**src/rtl/fetch_unit_pkg.sv**
```systemverilog
// Shared constants, FSM state encoding and hold-buffer layout for the
// instruction fetch stage.
package fetch_unit_pkg;

  localparam logic [31:0] PC_RESET = 32'h0000_3000;
  localparam logic [31:0] PC_EXC   = 32'h0000_4180;
  localparam logic [31:0] IMEM_LO  = 32'h0000_3000;
  localparam logic [31:0] IMEM_HI  = 32'h0000_6FFC;
  localparam logic [4:0]  EXC_ADEL = 5'd4;
  localparam logic [4:0]  EXC_NONE = 5'd0;

  typedef enum logic [1:0] {
    IDLE,
    WAIT,
    HOLD,
    DRAIN
  } fetch_state_e;

  // Instruction parked in F while D is stalled, or a synthesized AdEL.
  typedef struct packed {
    logic [31:0] instr;
    logic [4:0]  exccode;
  } fetch_hold_t;

endpackage

```
**src/rtl/fetch_unit_if.sv**
```systemverilog
// Instruction-memory request/response channel: one outstanding request,
// response arrives on imem_rvalid at least one cycle after imem_req.
interface fetch_unit_if;

  logic        imem_req;
  logic [31:0] imem_addr;
  logic        imem_rvalid;
  logic [31:0] imem_rdata;

  modport master (
    output imem_req,
    output imem_addr,
    input  imem_rvalid,
    input  imem_rdata
  );

  modport slave (
    input  imem_req,
    input  imem_addr,
    output imem_rvalid,
    output imem_rdata
  );

endinterface

```
**src/rtl/fetch_unit_pc_legal_check.sv**
```systemverilog
// Combinational fetch-address legality test: word aligned and inside the
// instruction memory window.
module pc_legal_check
  import fetch_unit_pkg::*;
(
  input  logic [31:0] addr,
  output logic        legal
);

  assign legal = (addr[1:0] == 2'b00) && (addr >= IMEM_LO) && (addr <= IMEM_HI);

endmodule

```
**src/rtl/fetch_unit.sv**
```systemverilog
// Instruction fetch stage: single PC, one outstanding imem request, hold
// buffer for D-stage stalls, pending-branch capture and redirect draining.
module fetch_unit
  import fetch_unit_pkg::*;
(
  input  logic                clk,
  input  logic                reset,
  input  logic                en,
  input  logic                req,
  input  logic                eret,
  input  logic [31:0]         epc,
  input  logic [2:0]          npc_sel,
  input  logic [31:0]         npc_target,
  fetch_unit_if.master        imem,
  output logic [31:0]         f_pc,
  output logic [31:0]         f_instr,
  output logic [4:0]          f_exccode,
  output logic                f_valid,
  output logic                f_bd
);

  fetch_state_e state_q, state_d;
  logic [31:0]  pc_q, pc_d;
  logic         pend_valid_q, pend_valid_d;
  logic [31:0]  pend_target_q, pend_target_d;
  fetch_hold_t  hold_q, hold_d;

  logic [31:0]  next_pc;
  logic [31:0]  redirect_pc;
  logic         pc_legal;
  logic         next_pc_legal;
  logic         redirect;
  logic         consume;
  logic         branch_in_d;

  pc_legal_check u_pc_check (
    .addr  (pc_q),
    .legal (pc_legal)
  );

  pc_legal_check u_next_pc_check (
    .addr  (next_pc),
    .legal (next_pc_legal)
  );

  assign branch_in_d = (npc_sel != 3'd0);
  assign redirect    = req | eret;
  assign redirect_pc = req ? PC_EXC : epc;

  // A D-resolved transfer wins; a branch seen during a bubble is replayed
  // from pend_target once its delay slot leaves F.
  always_comb begin
    if (branch_in_d)       next_pc = npc_target;
    else if (pend_valid_q) next_pc = pend_target_q;
    else                   next_pc = pc_q + 32'd4;
  end

  // NOTE: every output of a combinational block gets a default first, so no
  // path through the if/case tree can leave it unassigned and infer a latch.
  always_comb begin
    f_valid   = 1'b0;
    f_instr   = 32'd0;
    f_exccode = EXC_NONE;
    if (!reset && !redirect) begin
      if (state_q == HOLD) begin
        f_valid   = 1'b1;
        f_instr   = hold_q.instr;
        f_exccode = hold_q.exccode;
      end else if (state_q == WAIT && imem.imem_rvalid) begin
        f_valid = 1'b1;
        f_instr = imem.imem_rdata;
      end
    end
  end

  assign consume = f_valid & en & ~req & ~eret;
  assign f_pc    = pc_q;
  assign f_bd    = ~reset & (pend_valid_q | branch_in_d);

  // Issuing next_pc in the consume cycle keeps one instruction per cycle
  // flowing at single-cycle memory latency.
  always_comb begin
    imem.imem_req  = 1'b0;
    imem.imem_addr = pc_q;
    if (!reset) begin
      if (consume) begin
        imem.imem_req  = next_pc_legal;
        imem.imem_addr = next_pc;
      end else if (state_q == IDLE && !redirect) begin
        imem.imem_req = pc_legal;
      end
    end
  end

  always_comb begin
    state_d       = state_q;
    pc_d          = pc_q;
    pend_valid_d  = pend_valid_q;
    pend_target_d = pend_target_q;
    hold_d        = hold_q;

    if (redirect) begin
      pc_d         = redirect_pc;
      pend_valid_d = 1'b0;
      // An in-flight response must be swallowed before the new PC may issue.
      if ((state_q == WAIT || state_q == DRAIN) && !imem.imem_rvalid)
        state_d = DRAIN;
      else
        state_d = IDLE;
    end else if (consume) begin
      pc_d         = next_pc;
      pend_valid_d = 1'b0;
      state_d      = next_pc_legal ? WAIT : IDLE;
    end else begin
      case (state_q)
        IDLE: begin
          if (pc_legal) begin
            state_d = WAIT;
          end else begin
            state_d = HOLD;
            hold_d  = '{instr: 32'd0, exccode: EXC_ADEL};
          end
        end
        WAIT: begin
          if (imem.imem_rvalid) begin
            state_d = HOLD;
            hold_d  = '{instr: imem.imem_rdata, exccode: EXC_NONE};
          end
        end
        HOLD:    state_d = HOLD;
        DRAIN:   if (imem.imem_rvalid) state_d = IDLE;
        default: state_d = IDLE;
      endcase

      if (branch_in_d && en && !f_valid) begin
        pend_valid_d  = 1'b1;
        pend_target_d = npc_target;
      end
    end
  end

  // NOTE: state registers use non-blocking assignments so every flop samples
  // the pre-edge values regardless of statement order.
  always_ff @(posedge clk) begin
    if (reset) begin
      state_q       <= IDLE;
      pc_q          <= PC_RESET;
      pend_valid_q  <= 1'b0;
      pend_target_q <= 32'd0;
      hold_q        <= '0;
    end else begin
      state_q       <= state_d;
      pc_q          <= pc_d;
      pend_valid_q  <= pend_valid_d;
      pend_target_q <= pend_target_d;
      hold_q        <= hold_d;
    end
  end

endmodule

```
**src/flat_wrapper.sv**
```systemverilog
// flat-port wrapper written by rule: the top's interface ports become plain ports
module fetch_unit_flat import fetch_unit_pkg::*;
  (clk, reset, en, req, eret, epc, npc_sel, npc_target, f_pc, f_instr, f_exccode, f_valid, f_bd, imem_imem_req, imem_imem_addr, imem_imem_rvalid, imem_imem_rdata);
  fetch_unit_if imem_i ();
  input  logic clk;
  input  logic reset;
  input  logic en;
  input  logic req;
  input  logic eret;
  input  logic [31:0] epc;
  input  logic [2:0] npc_sel;
  input  logic [31:0] npc_target;
  output logic [31:0] f_pc;
  output logic [31:0] f_instr;
  output logic [4:0] f_exccode;
  output logic f_valid;
  output logic f_bd;
  output wire logic [$bits(imem_i.imem_req)-1:0] imem_imem_req;
  output wire logic [$bits(imem_i.imem_addr)-1:0] imem_imem_addr;
  input wire logic [$bits(imem_i.imem_rvalid)-1:0] imem_imem_rvalid;
  input wire logic [$bits(imem_i.imem_rdata)-1:0] imem_imem_rdata;
  assign imem_imem_req = imem_i.imem_req;
  assign imem_imem_addr = imem_i.imem_addr;
  assign imem_i.imem_rvalid = imem_imem_rvalid;
  assign imem_i.imem_rdata = imem_imem_rdata;
  fetch_unit u_core (.clk(clk), .reset(reset), .en(en), .req(req), .eret(eret), .epc(epc), .npc_sel(npc_sel), .npc_target(npc_target), .imem(imem_i), .f_pc(f_pc), .f_instr(f_instr), .f_exccode(f_exccode), .f_valid(f_valid), .f_bd(f_bd));
endmodule
```
**config.mk**
```make
export PLATFORM = sky130hd
export DESIGN_NAME = fetch_unit_flat
export DESIGN_NICKNAME = d
export VERILOG_FILES = /design/src/rtl/fetch_unit_pkg.sv /design/src/rtl/fetch_unit_if.sv /design/src/rtl/fetch_unit_pc_legal_check.sv /design/src/rtl/fetch_unit.sv /design/src/flat_wrapper.sv
export SDC_FILE = /design/constraint.sdc
export NUM_CORES = 1
export LEC_CHECK = 0
export CAP_MARGIN = 10
export CORE_MARGIN = 2
export CORE_UTILIZATION = 42
export CTS_BUF_LIST = sky130_fd_sc_hd__clkbuf_16
export CTS_CLUSTER_SIZE = 14
export DETAILED_ROUTE_END_ITERATION = 6
export PLACE_DENSITY = 0.87
export RECOVER_POWER = 25
export SYNTH_ARGS = -nofsm -noshare
export SYNTH_HDL_FRONTEND = slang
export SYNTH_SLANG_ARGS = --single-unit
```
**constraint.sdc**
```tcl
create_clock -name clk -period 4 [get_ports clk]
set_clock_uncertainty 0.1 [all_clocks]
set_input_delay 1.2 -clock clk [delete_from_list [all_inputs] [get_ports clk]]
set_output_delay 1.2 -clock clk [all_outputs]
set_load 0.01 [all_outputs]
```
* Word-level counts from Yosys, hierarchy flattened
Index checks and enable logic that the tools add are counted.
** Word-level totals
- Output and inout port bits :: 104
- Flip-flop bits (word level) :: 104
** Cells by class
- Equality and inequality tests :: 7
- Multiplexer cells :: 28
- $lt $le $gt $ge :: 4
- Bitwise logic cells :: 11
- Reductions and logical operators :: 24
- Add/subtract/negate cells :: 1
** Operator list (count)
- two-way mux 32 bit :: 9
- two-way mux 37 bit :: 2
- case mux 37 bit (2 select lines) :: 1
- greater-or-equal comparator 32 x 14 -> 1 bit, second input constant :: 2
- less-or-equal comparator 32 x 15 -> 1 bit, second input constant :: 2
- adder 32 x 3 -> 32 bit, second input constant :: 1
- two-way mux 2 bit :: 6
- logical AND 1 bit :: 10
- two-way mux 5 bit :: 2
- != test 4 x 2 -> 1 bit, second input constant :: 2
- case mux 2 bit (4 select lines) :: 1
- two-way mux 1 bit :: 7
- zero test 2 bit :: 3
- NOT 1 bit :: 5
- AND reduction 5 bit :: 1
- AND 1 bit :: 4
- == test 2 bit, second input constant :: 2
- zero test 1 bit :: 4
- != test 2 bit, second input constant :: 2
- AND reduction 3 bit :: 1
- nonzero test 3 bit :: 1
- OR reduction 3 bit :: 1
- == test 2 x 1 -> 1 bit, second input constant :: 1
- OR 1 bit :: 2
- other kinds (3) :: 3

* Longest topological paths before layout
Gate-level depths: netlist of run 1.
- Depth in word-level cells :: 10
- Depth in mapped cells :: 12
- Mapped depth without buffers :: 10

* Cells and area by module
Synthesis of run 1 repeated with hierarchy kept, for this count alone.
** Second synthesis, totals
- Cell total of the unflattened synthesis :: 934
- Area, all modules :: 6942.9 µm²
** By module, submodules not included
- fetch_unit :: cells an instance 914, area each 6805.3 µm², times used 1, sequential area each 2001.9 µm²
- pc_legal_check :: cells an instance 10, area each 68.8 µm², times used 2, sequential area each 0.0 µm²

* Worst setup path after synthesis of run 1
OpenSTA, ideal clock, no wires.
- Kind :: input-to-output
- Start point :: input npc_sel[1]
- End point :: output imem_imem_req
- Data arrival time :: 2.741 ns
- Setup slack :: -0.041 ns
- Buffers on the path :: 2
- Stages on the path :: 8
- Data required time :: 2.700 ns
- Cell sequence :: or3_1 clkbuf_1 buf_2 a2bb2oi_1 o21ai_0 a2111oi_0 nand4_1 nand2_1
** On the way
- Cells in the longest elaborated chain, start to end :: 7
- Elaborated cells between the ends (all ways) :: 9
- Classes of those cells :: order compare (2); mux (3); reduce/logical (4)
** Ends and longest elaborated chain
- start, declared :: RTL line flat_wrapper.sv:11 : input logic [2:0] npc_sel;
- nonzero test 3 bit (*) :: RTL line fetch_unit.sv:46 : assign branch_in_d = (npc_sel != 3'd0);
- two-way mux 32 bit (*) :: RTL line fetch_unit.sv:53 : if (branch_in_d) next_pc = npc_target;
- greater-or-equal comparator 32 x 14 -> 1 bit or zero test 2 bit (tied branches) :: RTL line fetch_unit_pc_legal_check.sv:10 : assign legal = (addr[1:0] == 2'b00) && (addr >= IMEM_LO) && (addr <= IMEM_HI);
- logical AND 1 bit :: RTL line fetch_unit_pc_legal_check.sv:10
- logical AND 1 bit (*) :: RTL line fetch_unit_pc_legal_check.sv:10
- two-way mux 1 bit (*) :: RTL line fetch_unit.sv:86 : if (consume) begin
- two-way mux 1 bit (*) :: RTL line fetch_unit.sv:85 : if (!reset) begin
- end, declared :: RTL line flat_wrapper.sv:18 : output wire logic [$bits(imem_i.imem_req)-1:0] imem_imem_req;
Mark *: on every way between the ends. The rest lies on a longest branch, timed or not.

* Worst setup path after layout of run 1
- Start point :: input eret
- End point :: output imem_imem_addr[11]
** On the way
- Cells in the longest elaborated chain, start to end :: 9
- Elaborated cells between the ends (all ways) :: 10
- Classes of those cells :: mux (3); bitwise (5); reduce/logical (2)
** Ends and longest elaborated chain
- start, declared :: RTL line flat_wrapper.sv:9 : input logic eret;
- OR 1 bit :: RTL line fetch_unit.sv:47 : assign redirect = req | eret;
- zero test 1 bit :: RTL line fetch_unit.sv:64 : if (!reset && !redirect) begin
- logical AND 1 bit :: RTL line fetch_unit.sv:64
- two-way mux 1 bit :: RTL line fetch_unit.sv:64
- AND 1 bit (2 in a row) :: RTL line fetch_unit.sv:76 : assign consume = f_valid & en & ~req & ~eret;
- AND 1 bit (*) :: RTL line fetch_unit.sv:76
- two-way mux 32 bit (*)
- two-way mux 32 bit (*) :: RTL line fetch_unit.sv:85
- end, declared :: RTL line flat_wrapper.sv:19 : output wire logic [$bits(imem_i.imem_addr)-1:0] imem_imem_addr;
Marks and branches as above.

==> results of run 1 <==
==> critical path, stage by stage <==
cell and delay [ns]:
buf_6 0.09, or3_4 0.39, nor2_1 0.39, and2_4 0.27, buf_12 0.14, buf_8 0.13
nor2_1 0.04, a31oi_1 0.25, buf_2 0.23
==> final timing paths <==
check | to | start | slack (ns)
worst min-delay path | u_core.pend_target_q[17] | u_core.pend_target_q[17] | 0.36
worst min register to register | u_core.pend_target_q[17] | u_core.pend_target_q[17] | 0.36
worst max register to register | u_core.hold_q[19] | u_core.state_q[1] | 1.20
worst max-delay path | imem_imem_addr[11] | eret | -0.43
==> registers in the layout (all words and copies together) (netlist names) <==
signal	count
u_core.state_q	2
u_core.pend_target_q	32
u_core.hold_q	33
u_core.pend_valid_q	1
u_core.f_pc	32
==> logic make-up after synthesis <==
group / after synthesis / share of synthesized area, %
adder cells (fa/ha/maj): 7 / 1.47
flip-flops: 100 / 33.6
AND/OR/NAND/NOR: 341 / 26.2
XOR/XNOR: 25 / 3.67
other: 1 / 0.0629
buffers and inverters: 89 / 7.09
AO/OA/AOI/OAI: 234 / 26.2
multiplexers: 10 / 1.70
==> cells in the final DEF (no fill, tap or decap), types with 11 or more instances in the layout <==
| master | count |
|---|---|
| buf_4 | 147 |
| nand2_1 | 128 |
| clkdlybuf4s50_1 | 125 |
| nor2_1 | 101 |
| dfxtp_1 | 99 |
| a22oi_1 | 65 |
| a21oi_1 | 53 |
| buf_6 | 31 |
| a22o_1 | 26 |
| buf_2 | 25 |
| dlymetal6s2s_1 | 21 |
| nand4_1 | 18 |
| o21ai_0 | 17 |
| xnor2_1 | 14 |
| inv_1 | 12 |
| nand3_1 | 12 |
| nor3_1 | 11 |
| xor2_1 | 11 |
| clkbuf_16 | 11 |
==> per-layer routing <==
| layer | GRT usage, % | routed length [um] | vias up |
|---|---|---|---|
| li1 | - | - | 3515 |
| met2 | 51.7 | 13000 | 699 |
| met1 | 43.3 | 10500 | 3850 |
| met4 | 15.6 | 1620 | 0 |
| met5 | 0 | 0 | - |
| met3 | 5.49 | 3110 | 158 |
==> report_power, final <==
group          internal (uW)  total, uW  switching (uW)
registers               1020       1050            26.3
clock network            433        870             437
logic                    294        595             302
==> final cells by class <==
type | count | area (um2)
timing repair buffer | 384 | 3530
inverter | 12 | 45.0
clock inverter | 6 | 53.8
clock buffer | 9 | 225
tap | 180 | 225
multi-input combinational | 621 | 4030
fill | 916 | 3770
sequential | 100 | 2000
antenna | 1 | 2.50
==> metrics by stage <==
| step | setup slack [ns] | hold WS, ns | total power (uW) | utilization, % | instance area, um2 |
|---|---|---|---|---|---|
| floorplan | -0.0336 | 0.331 | 1270 | - | 6020 |
| global placement | -1.10 | 0.339 | 1570 | 65.3 | 9060 |
| detailed placement | -1.14 | 0.346 | 1580 | 65.3 | 9060 |
| CTS | -0.325 | 0.356 | 2450 | 69.5 | 9640 |
| global route | -0.450 | 0.384 | 2590 | 72.8 | 10100 |
| finish | -0.433 | 0.359 | 2510 | 72.9 | 10100 |
==> repair_timing <==
action,CTS,global route
gates resized for setup,257,106
pin swaps,28,33
setup buffers,17,21
endpoints found under the setup margin,68,59
gates cloned,1,2
hold buffers,0,0
==> impl_metrics.toml, run 1 <==
[outcome]
status = "finished, violations left"
violations = "negative setup slack"

[die]
io-pin-count = 209
die_y_um = 123
die_area_um2 = 15200
initial_core_util_pct = 43.0
core-area_um2 = 13900
dieWidth_um = 123
rows = 43

[logic_synthesis]
synth_top_cells_by_count = "nand2_1, nor2_1, dfxtp_1, a21oi_1, a22oi_1"
synth.most_common_cell = "nand2_1"
synth_area_um2 = 5960
synth_edf_count = 0
yosys_warnings = 0
syn_area_per_cell_um2 = 7.39
synth_top_cell_area_share_pct = 33.6
ys_ff_latch = 100
asyncSetResetFlopFracSynth_pct = 0
synth_flop_cell = "dfxtp_1"
synth_cells = 807
synthDistinctLibCells = 60
yosysSeqAreaShare_pct = 33.6
synth_top_area_cell = "dfxtp_1"
synth_area_leaders = "dfxtp_1, nand2_1, a22oi_1, nor2_1, a21oi_1"

[flow_run]
drv_cap = 0

[clocking]
clock_path_buffers = 2
cts_tree = "done"
htree_levels = 3
clk_pin_slew_ns = 0.07
worstSkewPairLatency_ns = 0.36
cts_buffers = 9
cts_sinks = 100
cts_root_buf = "clkbuf_16"

[power]
p_leak_uw = 0.00428
ir_drop_v = 0.000253
pwr_density_cell_nw_per_um2 = 248

[drt]
drt_iter0_drc = 1270
drtAntennaViolNets = 0
vias_per_cell = 6.26
dr.pass1.iters = 6
drcViolationCount = 0
via_count = 8222
postRouteWirelength_um = 28300
wl_per_cell_um = 21.5

[grt]
overflow = 0
antenna_found_initial = 0
grt_pass1_vias = 7263
grt_usage_pct = 32.7
grt_max_degree = 53
grt_pass1_wl_um = 38400

[final_layout]
drive_gt1_share_pct = 28.4
stdcell_count = 1313
finalNetCount = 1240
syn_to_final_growth_pct = 69.6

[setup_path]
path_max_fanout = 7
critical_path_class = "in -> out"
reg2reg_depth = 11
worstPathRequired_ns = 2.70
critPathLaunchType = "input pin"
endpoint_kind = "primary output"
crit_arrival_ns = 3.13

[timing]
fmax_mhz = 226
fin_setup_tns_ns = -8.79
min_period_ns = 4.43
setup_viol = 39
fin_ws_ns = -0.433
rsz0062_at_grt = "yes"
period_share_pct = 111
worst_slew_pin_slew_ns = 0.619
slew_violations = 0
maxSlewHeadroom_pct = 58.6
hold_viol_final = 0

[placed_design]
dp_hpwl_um = 17700
place_congestion = 1.00
dp.cells = 1263
io_buffers = 204

[min_path]
hp-class = "reg -> reg"
hold_depth = 2
Note: power is estimated with default switching activity, not from simulation.
==> run 2: changes to the inputs <==
--- a/config.mk
+++ b/config.mk
@@ -11,7 +11,8 @@
 export CTS_BUF_LIST = sky130_fd_sc_hd__clkbuf_16
 export CTS_CLUSTER_SIZE = 14
 export DETAILED_ROUTE_END_ITERATION = 6
-export PLACE_DENSITY = 0.87
+export GPL_TIMING_DRIVEN = 1
+export PLACE_DENSITY_LB_ADDON = 0.1
 export RECOVER_POWER = 25
 export SYNTH_ARGS = -nofsm -noshare
 export SYNTH_HDL_FRONTEND = slang
==> run 2 against run 1 <==
Effect of this change: the flow still finishes with violations (negative setup slack); sequential power is essentially flat; core utilization rose by 1.6 points; setup slack better by 0.063 ns; clock power decreased by 1%; sequential share of layout area down 0.45 points; global-route usage decreased by 0.91 points.
==> impl_metrics.toml, run 2 (synthesis gave the netlist of run 1 again) <==
[timing]
period_share_pct = 109
slew_violations = 0
hold_ws_ns = 0.352
fmax_mhz = 229
rsz0062_at_grt = "yes"
hold_viol_final = 0
min_period_ns = 4.37
fin_ws_ns = -0.370
fin_setup_tns_ns = -7.45
setup_viol = 34
maxSlewHeadroom_pct = 5.47
worst_slew_pin_slew_ns = 1.42

[power]
pwr_density_cell_nw_per_um2 = 242
p_total_uw = 2500
p_leak_uw = 0.00420
ir_drop_v = 0.000212

[drt]
wl_per_cell_um = 19.2
drt_iter0_drc = 794
dr.pass1.iters = 6
drcViolationCount = 0
drtAntennaViolNets = 0
via_count = 7631
postRouteWirelength_um = 25300
vias_per_cell = 5.79

[outcome]
violations = "negative setup slack"
status = "finished, violations left"

[placed_design]
io_buffers = 204
dp_hpwl_um = 17100
dp.cells = 1261
place_congestion = 0.919

[setup_path]
cp_top_family = "simple AND/OR/NAND/NOR gates"
slowest_delay_ns = 0.41
cp_cell_sequence = "buf_6 > or3_4 > buf_8 > buf_6 > a221oi_4 > nor4bb_4 > nand4_1 > nand2_1 > buf_2"
crit_buf_inv = 4
endpoint_kind = "primary output"
worstPathRequired_ns = 2.70
path_max_fanout = 6
critPathMostFrequentCell = "buf_6"
crit_arrival_ns = 3.07
crit_path_top_delay_cell = "or3_4"
critPathLaunchType = "input pin"
critical_path_class = "in -> out"

[clocking]
worstSkewPairLatency_ns = 0.36
cts_tree = "done"
htree_levels = 3
cts_root_buf = "clkbuf_16"
cts_sinks = 100
clock_path_buffers = 2
clk_pin_slew_ns = 0.07
cts_buffers = 9

[final_layout]
largest_reg_flops = 33
syn_to_final_growth_pct = 73.4
diodes = 0
mostFrequentLayoutCell = "buf_4"
stdcell_count = 1319
largest-register = "u_core.hold_q"
most-common-layout-cells = "buf_4, nand2_1, clkdlybuf4s50_1"
finalNetCount = 1246
drive_gt1_share_pct = 29.7

[die]
dieWidth_um = 123
io-pin-count = 209
rows = 43
die_y_um = 123
core-area_um2 = 13900
die_area_um2 = 15200
initial_core_util_pct = 43.0

[grt]
grt_max_degree = 41
antenna_found_initial = 0
grt_pass1_wl_um = 37000
overflow = 0
grt_usage_pct = 31.8
grt_pass1_vias = 6783

[flow_run]
drv_cap = 0

[min_path]
hp-class = "reg -> reg"
[run 2: cell types whose count changed in the layout (fill, tap and decap cells not counted), sizes merged, moves of 4 or more]
cell / change
buf: +4
clkdlybuf4s50: -20
dlygate4sd2: +32
dlygate4sd3: +8
dlymetal6s2s: -20
[run 2: worst register-to-register path, delay by kind of cell (launching register included)]
kind            cells  cell delay [ns]
simple gates        3             0.49
compound gates      2             0.32
buf+inv             5             1.75
flops               1             0.35
fa+ha+maj           1             0.27
[run 2: power by group]
part,internal [uW],switching [uW],leakage (uW)
combinational,304,293,0.00325
clock,432,428,0.000134
sequential,1020,24.3,0.000812
total,1760,745,0.00420
[run 2: per-stage QoR]
stage / setup WS [ns] / cell area, um2 / utilization (%)
3_5_place_dp: -1.21 / 9060 / 65.3
4_1_cts: -0.441 / 9900 / 71.3
5_1_grt: -0.458 / 10300 / 74.5
3_3_place_gp: -1.19 / 9060 / 65.3
2_1_floorplan: -0.0336 / 6020 / -
6_report: -0.370 / 10300 / 74.5
[run 2: area by class of cell]
cell class	instances	area, um2
inverters	12	45.0
multi-input cells	623	4160
clock buffers	9	225
fillers	1059	3540
well taps	180	225
flip-flops and latches	100	2000
repair buffers	388	3620
clock inverters	7	58.8
[run 2: final timing paths]
kind	cells after the start	from	to	slack, ns
max	9	npc_sel[1]	imem_imem_req	-0.37
min	2	u_core.pend_target_q[12]	u_core.pend_target_q[12]	0.35
max reg2reg	11	u_core.state_q[1]	u_core.pend_target_q[7]	0.65
min reg2reg	2	u_core.pend_target_q[12]	u_core.pend_target_q[12]	0.35
[run 2: routing by layer]
metal,wire length (um),vias up,track usage [%],share of wire (%)
li1,-,3532,-,-
met1,11100,3604,47.2,44
met2,11000,435,46.3,43
met3,2580,60,7.33,10
met4,674,0,7.60,2.7
met5,0,-,0,0
[run 2: what timing repair did]
action	CTS	global route
gates resized for setup	319	94
gates cloned	6	0
hold buffers	0	0
setup endpoints to repair	68	46
pin swaps	31	37
buffers inserted	23	16
==> run 3: changes to the inputs <==
--- a/config.mk
+++ b/config.mk
@@ -5,6 +5,7 @@
 export SDC_FILE = /design/constraint.sdc
 export NUM_CORES = 1
 export LEC_CHECK = 0
+export ABC_CLOCK_PERIOD_IN_PS = 4000
 export CAP_MARGIN = 10
 export CORE_MARGIN = 2
 export CORE_UTILIZATION = 42
==> results of run 3 <==
Same layout as run 2: the final DEF is identical, and so are final timing and power.
==> RTL edit 1: new RTL, settings of run 1 <==
Reset style: asynchronous (`reset`), changed in one clocked block.
--- a/src/rtl/fetch_unit.sv
+++ b/src/rtl/fetch_unit.sv
@@ -141,7 +141,7 @@
 
   // NOTE: state registers use non-blocking assignments so every flop samples
   // the pre-edge values regardless of statement order.
-  always_ff @(posedge clk) begin
+  always_ff @(posedge clk or posedge reset) begin
     if (reset) begin
       state_q       <= IDLE;
       pc_q          <= PC_RESET;
Formal check against the unedited RTL: differs if reset is asserted again (counterexample within 4 cycles, from zero or initial values and one cycle with reset high); with reset held inactive, the same outputs for 4 cycles.
==> RTL edit 1 against run 1 <==
The run ends with capacitance limit, slew limit, setup timing left. Wire length fell by 0.83%. Via count fell by 4.5%. Count of clock-buffer cells in the layout did not move. Critical path depth rose by 4. Area after synthesis rose by 7.3%. Design area rose by 8.7%. Setup slack got worse by 65 ps. Sequential share of layout area rose by 3.0 points. Register-to-register slack got worse by 380 ps. Cell count fell by 1.9%. Sequential cell count did not move. Total power rose by 15%. Fmax fell by 1.4%. Largest cell class unchanged.
==> RTL edit 1: results (changes against run 1) <==
stage;metric;value;unit;change
outcome;status;finished, violations left;;
outcome;failing checks;capacitance limit, slew limit, setup timing;;
worst_setup_path;RR Endpoint;u_core.state_q[0]$_DFFE_PP0P_;;
flow_run;MaxCap Viol Count;1;;+1
hold_path;Hold Startpoint;u_core.hold_q[2]$_DFFE_PP0P_;;
final_layout;filler instances;997;;+8.8%
worst_setup_path;Setup crit end;imem_imem_req;;
synthesis;syn_area_per_cell;8.43;µm²;+14%
route;initial DRC count;1018;;-20%
sta;Final setup viols;25;;-36%
worst_setup_path;master of the slowest instance on the critical path;dfrtp_1;;
global_route;vias in the first global route;7597;;+4.6%
hold_path;hold path endpoint;u_core.hold_q[2]$_DFFE_PP0P_;;
route;WL per Instance;21.8;µm;+1.1%
synthesis;dominant synthesized flop cell;dfrtp_1;;
sta;Worst-Margin Slew;1960;ps;+1340 ps
pwr;leakage power;4.83;nW;+13%
synthesis;top area cells in the synthesized netlist;dfrtp_1 38%, mux2_2 6.5%, nor2_1 5.8%, nand2_1 5.5%, o21ai_0 4.7%;;
placement;Placer Congestion;0.957;;-4.4%
clock_tree;post_cts resized;311;;+21%
global_route;GRT Total Usage;31.6;%;-1.1 points
placement;Final HPWL DP;17200;µm;-3.0%
worst_setup_path;Largest stage delay, worst path;360;ps;-30 ps
global_route;first-pass GRT wire length;40400;µm;+5.2%
worst_setup_path;Reg2Reg Depth;13;;+2
global_route;largest net degree at the start of global routing;50;;-5.7%
worst_setup_path;r2r setup slk;820;ps;-380 ps
final_layout;layout cells sized above 1;34.2;%;+5.8 points
sta;Max Slew Vio Count;50;;+50
sta;worst setup margin;-498;ps;-64.6 ps
## RTL edit 1: changes by cell type in the layout (fill, tap and decap cells not counted), sizes merged, moves of 14 or more
cell          delta
dlygate4sd2     +28
dlymetal6s2s    -19
a21oi           -36
a22oi           -31
nand2           -42
dfxtp          -100
a22o            -14
mux2i           +19
o21ai           +44
dfrtp           +98
mux2            +36
## RTL edit 1: kinds of logic after synthesis
group	count (synthesis)	share of synthesized area, %
buf+inv	77	4.91
fa+ha+maj	7	1.37
mux	65	10.9
other cells	1	0.0586
xor+xnor	21	2.88
simple gates	284	20.2
flops	100	39.2
compound gates	204	20.6
## RTL edit 1: stage by stage
stage	hold slack (ps)	TNS, ps	setup WS (ps)
after detailed placement	381	-42330	-1210
after global placement	368	-41700	-1160
after floorplan	356	-59.6	-59.6
after CTS	396	-637	-252
final	391	-3310	-498
after global routing	423	-4750	-598
## RTL edit 1: layout make-up
| type | count | area share [%] |
|---|---|---|
| multi-input cells | 586 | 39.6 |
| repair buffers | 385 | 32.3 |
| flip-flops and latches | 100 | 22.8 |
| well taps | 188 | 2.14 |
| clock buffers | 9 | 2.05 |
| clock inverters | 7 | 0.683 |
| inverters | 13 | 0.444 |
## RTL edit 1: routing by layer
metal	vias to the layer above	GRT usage, %	wire, µm
met1	3832	41.2	10800
met2	498	50.4	13400
met4	0	14.7	1520
li1	3392	-	-
met5	-	0	0
met3	132	6.91	2320
## RTL edit 1: power by group
| group | switching [mW] | internal [mW] |
|---|---|---|
| sequential | 0.0731 | 1.11 |
| combinational | 0.397 | 0.411 |
| clock | 0.418 | 0.490 |
| total | 0.887 | 2.01 |
## RTL edit 1: tightest hold or removal path, stage by stage, from the launching register on
cell and delay [ps]:
dfrtp_1 340, nand2_1 50, o21ai_1 60
==> RTL edit 2: new RTL, config.mk and constraints of run 1 <==
Made on the original files. Re-encode `fetch_state_e` (4 states) as one-hot, 4 bits wide.
--- a/src/rtl/fetch_unit_pkg.sv
+++ b/src/rtl/fetch_unit_pkg.sv
@@ -9,11 +9,11 @@
   localparam logic [4:0]  EXC_ADEL = 5'd4;
   localparam logic [4:0]  EXC_NONE = 5'd0;
 
-  typedef enum logic [1:0] {
-    IDLE,
-    WAIT,
-    HOLD,
-    DRAIN
+  typedef enum logic [3:0] {
+    IDLE  = 4'b0001,
+    WAIT  = 4'b0010,
+    HOLD  = 4'b0100,
+    DRAIN = 4'b1000
   } fetch_state_e;
 
   // Instruction parked in F while D is stalled, or a synthesized AdEL.
Formal check against the unedited RTL: same outputs for any inputs over 4 cycles, from zero or initial values and one cycle with reset high; so few cycles prove little.
==> RTL edit 2 against run 1 <==
The run still ends with setup timing left. Sequential cell count increased by 2. Setup slack got worse by 180 ps. Area after synthesis increased by 0.63%. Total power decreased by 2.4%. Count of clock-buffer cells in the layout unchanged. Wire length decreased by 5.0%. Clock power decreased by 1%. Design area increased by 0.17%. Cell count increased by 3.6%. Critical endpoint is now imem_imem_addr[21]. Largest power group unchanged. Highest routed layer unchanged.
==> RTL edit 2: results (changes against run 1) <==
stage;metric;value;unit;change
hold_path;hold path endpoint;u_core.pend_target_q[16]$_SDFFE_PP0P_;;
clock_tree;CTS root buf;clkbuf_16;;
clock_tree;CTS Buf Count;9;;unchanged
final_layout;layout cells sized above 1;28.1;%;-0.22 points
worst_setup_path;master of the slowest instance on the critical path;clkbuf_1;;
route;initial DRC count;761;;-40%
worst_setup_path;Setup crit end;imem_imem_addr[21];;
global_route;first-pass GRT wire length;40000;µm;+4.2%
worst_setup_path;CP delay by family, top;buffers and inverters;;
worst_setup_path;Crit Path Max Fanout;8;;+1
route;DRT Wirelength;26800;µm;-5.0%
worst_setup_path;Crit. Startpoint;req;;
placement;DP Cell Count;1314;;+4.0%
worst_setup_path;arrival time worst endpoint;3320;ps;+190 ps
clock_tree;H-tree Lvls;3;;unchanged
sta;Post-Route Setup TNS;-10430;ps;-1640 ps
global_route;GRT Total Usage;34.3;%;+1.6 points
global_route;largest net degree at the start of global routing;52;;-1.9%
worst_setup_path;Largest stage delay, worst path;600;ps;+210 ps
placement;Final HPWL DP;19200;µm;+8.0%
synthesis;compound-gate portion of the synthesized area;24.6;%;-1.6 points
outcome;status;finished, violations left;;
global_route;vias in the first global route;7616;;+4.9%
route;TritonRoute pass-1 iters;7;;+1
pwr;Comb pwr share;21.8;%;-1.9 points
pwr;internal cell power;1.74;mW;-0.29%
synthesis;syn_area_per_cell;7.22;µm²;-2.3%
worst_setup_path;Reg2Reg Depth;13;;+2
pwr;sequential power;1.06;mW;
outcome;failing checks;setup timing;;
synthesis;Seq/Total Area, Yosys;34.0;%;+0.46 points
placement;Place WS;-1280;ps;-134 ps
hold_path;Hold Startpoint;u_core.pend_target_q[16]$_SDFFE_PP0P_;;
synthesis;Post-Synth XOR/XNOR Area;3.36;%;-0.31 points
synthesis;Yosys cell types;63;;+5.0%
route;via count;8044;;-2.2%
synthesis;post-synthesis adder-cell area fraction;0.417;%;-1.1 points
sta;worst setup margin;-617;ps;-184 ps
worst_setup_path;RR Startpoint;u_core.state_q[3]$_SDFFE_PP0P_;;
sta;Min Hold Slack;351;ps;-7.95 ps
synthesis;ys async rst share;0;%;unchanged
synthesis;mux contribution to synthesized area;3.90;%;+2.2 points
sta;Worst-Margin Slew;1090;ps;+472 ps
worst_setup_path;r2r setup slk;520;ps;-680 ps
synthesis;top area cells in the synthesized netlist;dfxtp_1 34%, nand2_1 9.0%, a22oi_1 8.1%, nor2_1 7.4%, a21oi_1 5.6%;;
pwr;leakage power;4.18;nW;-2.5%
final_layout;Ant. Diodes;0;;-1
placement;Placer Congestion;1.02;;+1.8%
sta;Final setup viols;32;;-18%
final_layout;Non-Filler Instances;1360;;+3.6%
worst_setup_path;RR Endpoint;u_core.hold_q[25]$_SDFFE_PP0P_;;
synthesis;top cells by count, synth;144 x nand2_1, 119 x nor2_1, 102 x dfxtp_1, 67 x a21oi_1, 65 x a22oi_1;;
## RTL edit 2: cell count changes in the layout (fill, tap and decap cells not counted), sizes merged, moves of 8 or more
cell / delta
dlygate4sd2: +29
dlymetal6s2s: -19
clkdlybuf4s50: -16
a22o: -15
buf: +15
mux2i: +11
nor4: +10
nand2: +9
nor2: +9
inv: -8
nand4: -8
## RTL edit 2: what timing repair did
action                     4_1_cts  5_1_grt
pin swaps                       30       27
setup endpoints to repair       68       28
hold buffers                     0        0
resized for setup              288       43
buffers inserted                28        9
gates cloned                     4        0
## RTL edit 2: routing by layer
layer / track usage, % / part of all wire (%) / vias up / wire [µm]
li1: - / - / 3639 / -
met1: 41.0 / 38 / 3763 / 10200
met2: 56.8 / 46 / 526 / 12500
met3: 8.26 / 10 / 116 / 2730
met4: 17.9 / 5.4 / 0 / 1460
met5: 0 / 0 / - / 0
## RTL edit 2: final cells by class
| cell class | count | area [µm²] | share of cell area, % |
|---|---|---|---|
| clock buffers | 9 | 225 | 2.22 |
| clock inverters | 6 | 58.8 | 0.581 |
| inverters | 8 | 30.0 | 0.296 |
| multi-input cells | 648 | 4020 | 39.7 |
| flip-flops and latches | 102 | 2060 | 20.3 |
| well taps | 180 | 225 | 2.22 |
| repair buffers | 407 | 3510 | 34.7 |
## RTL edit 2: metrics by stage
stage                     power [mW]  area (µm²)
after global routing            2.53       10100
after detailed placement        1.58        9380
after global placement          1.57        9380
after floorplan                 1.27        6120
final                           2.45       10100
after CTS                       2.45       10100
## RTL edit 2: cell families after synthesis
family,Yosys count
compound gates,227
xor+xnor,23
fa+ha+maj,2
buf+inv,84
flops,102
mux,23
other cells,1
simple gates,369
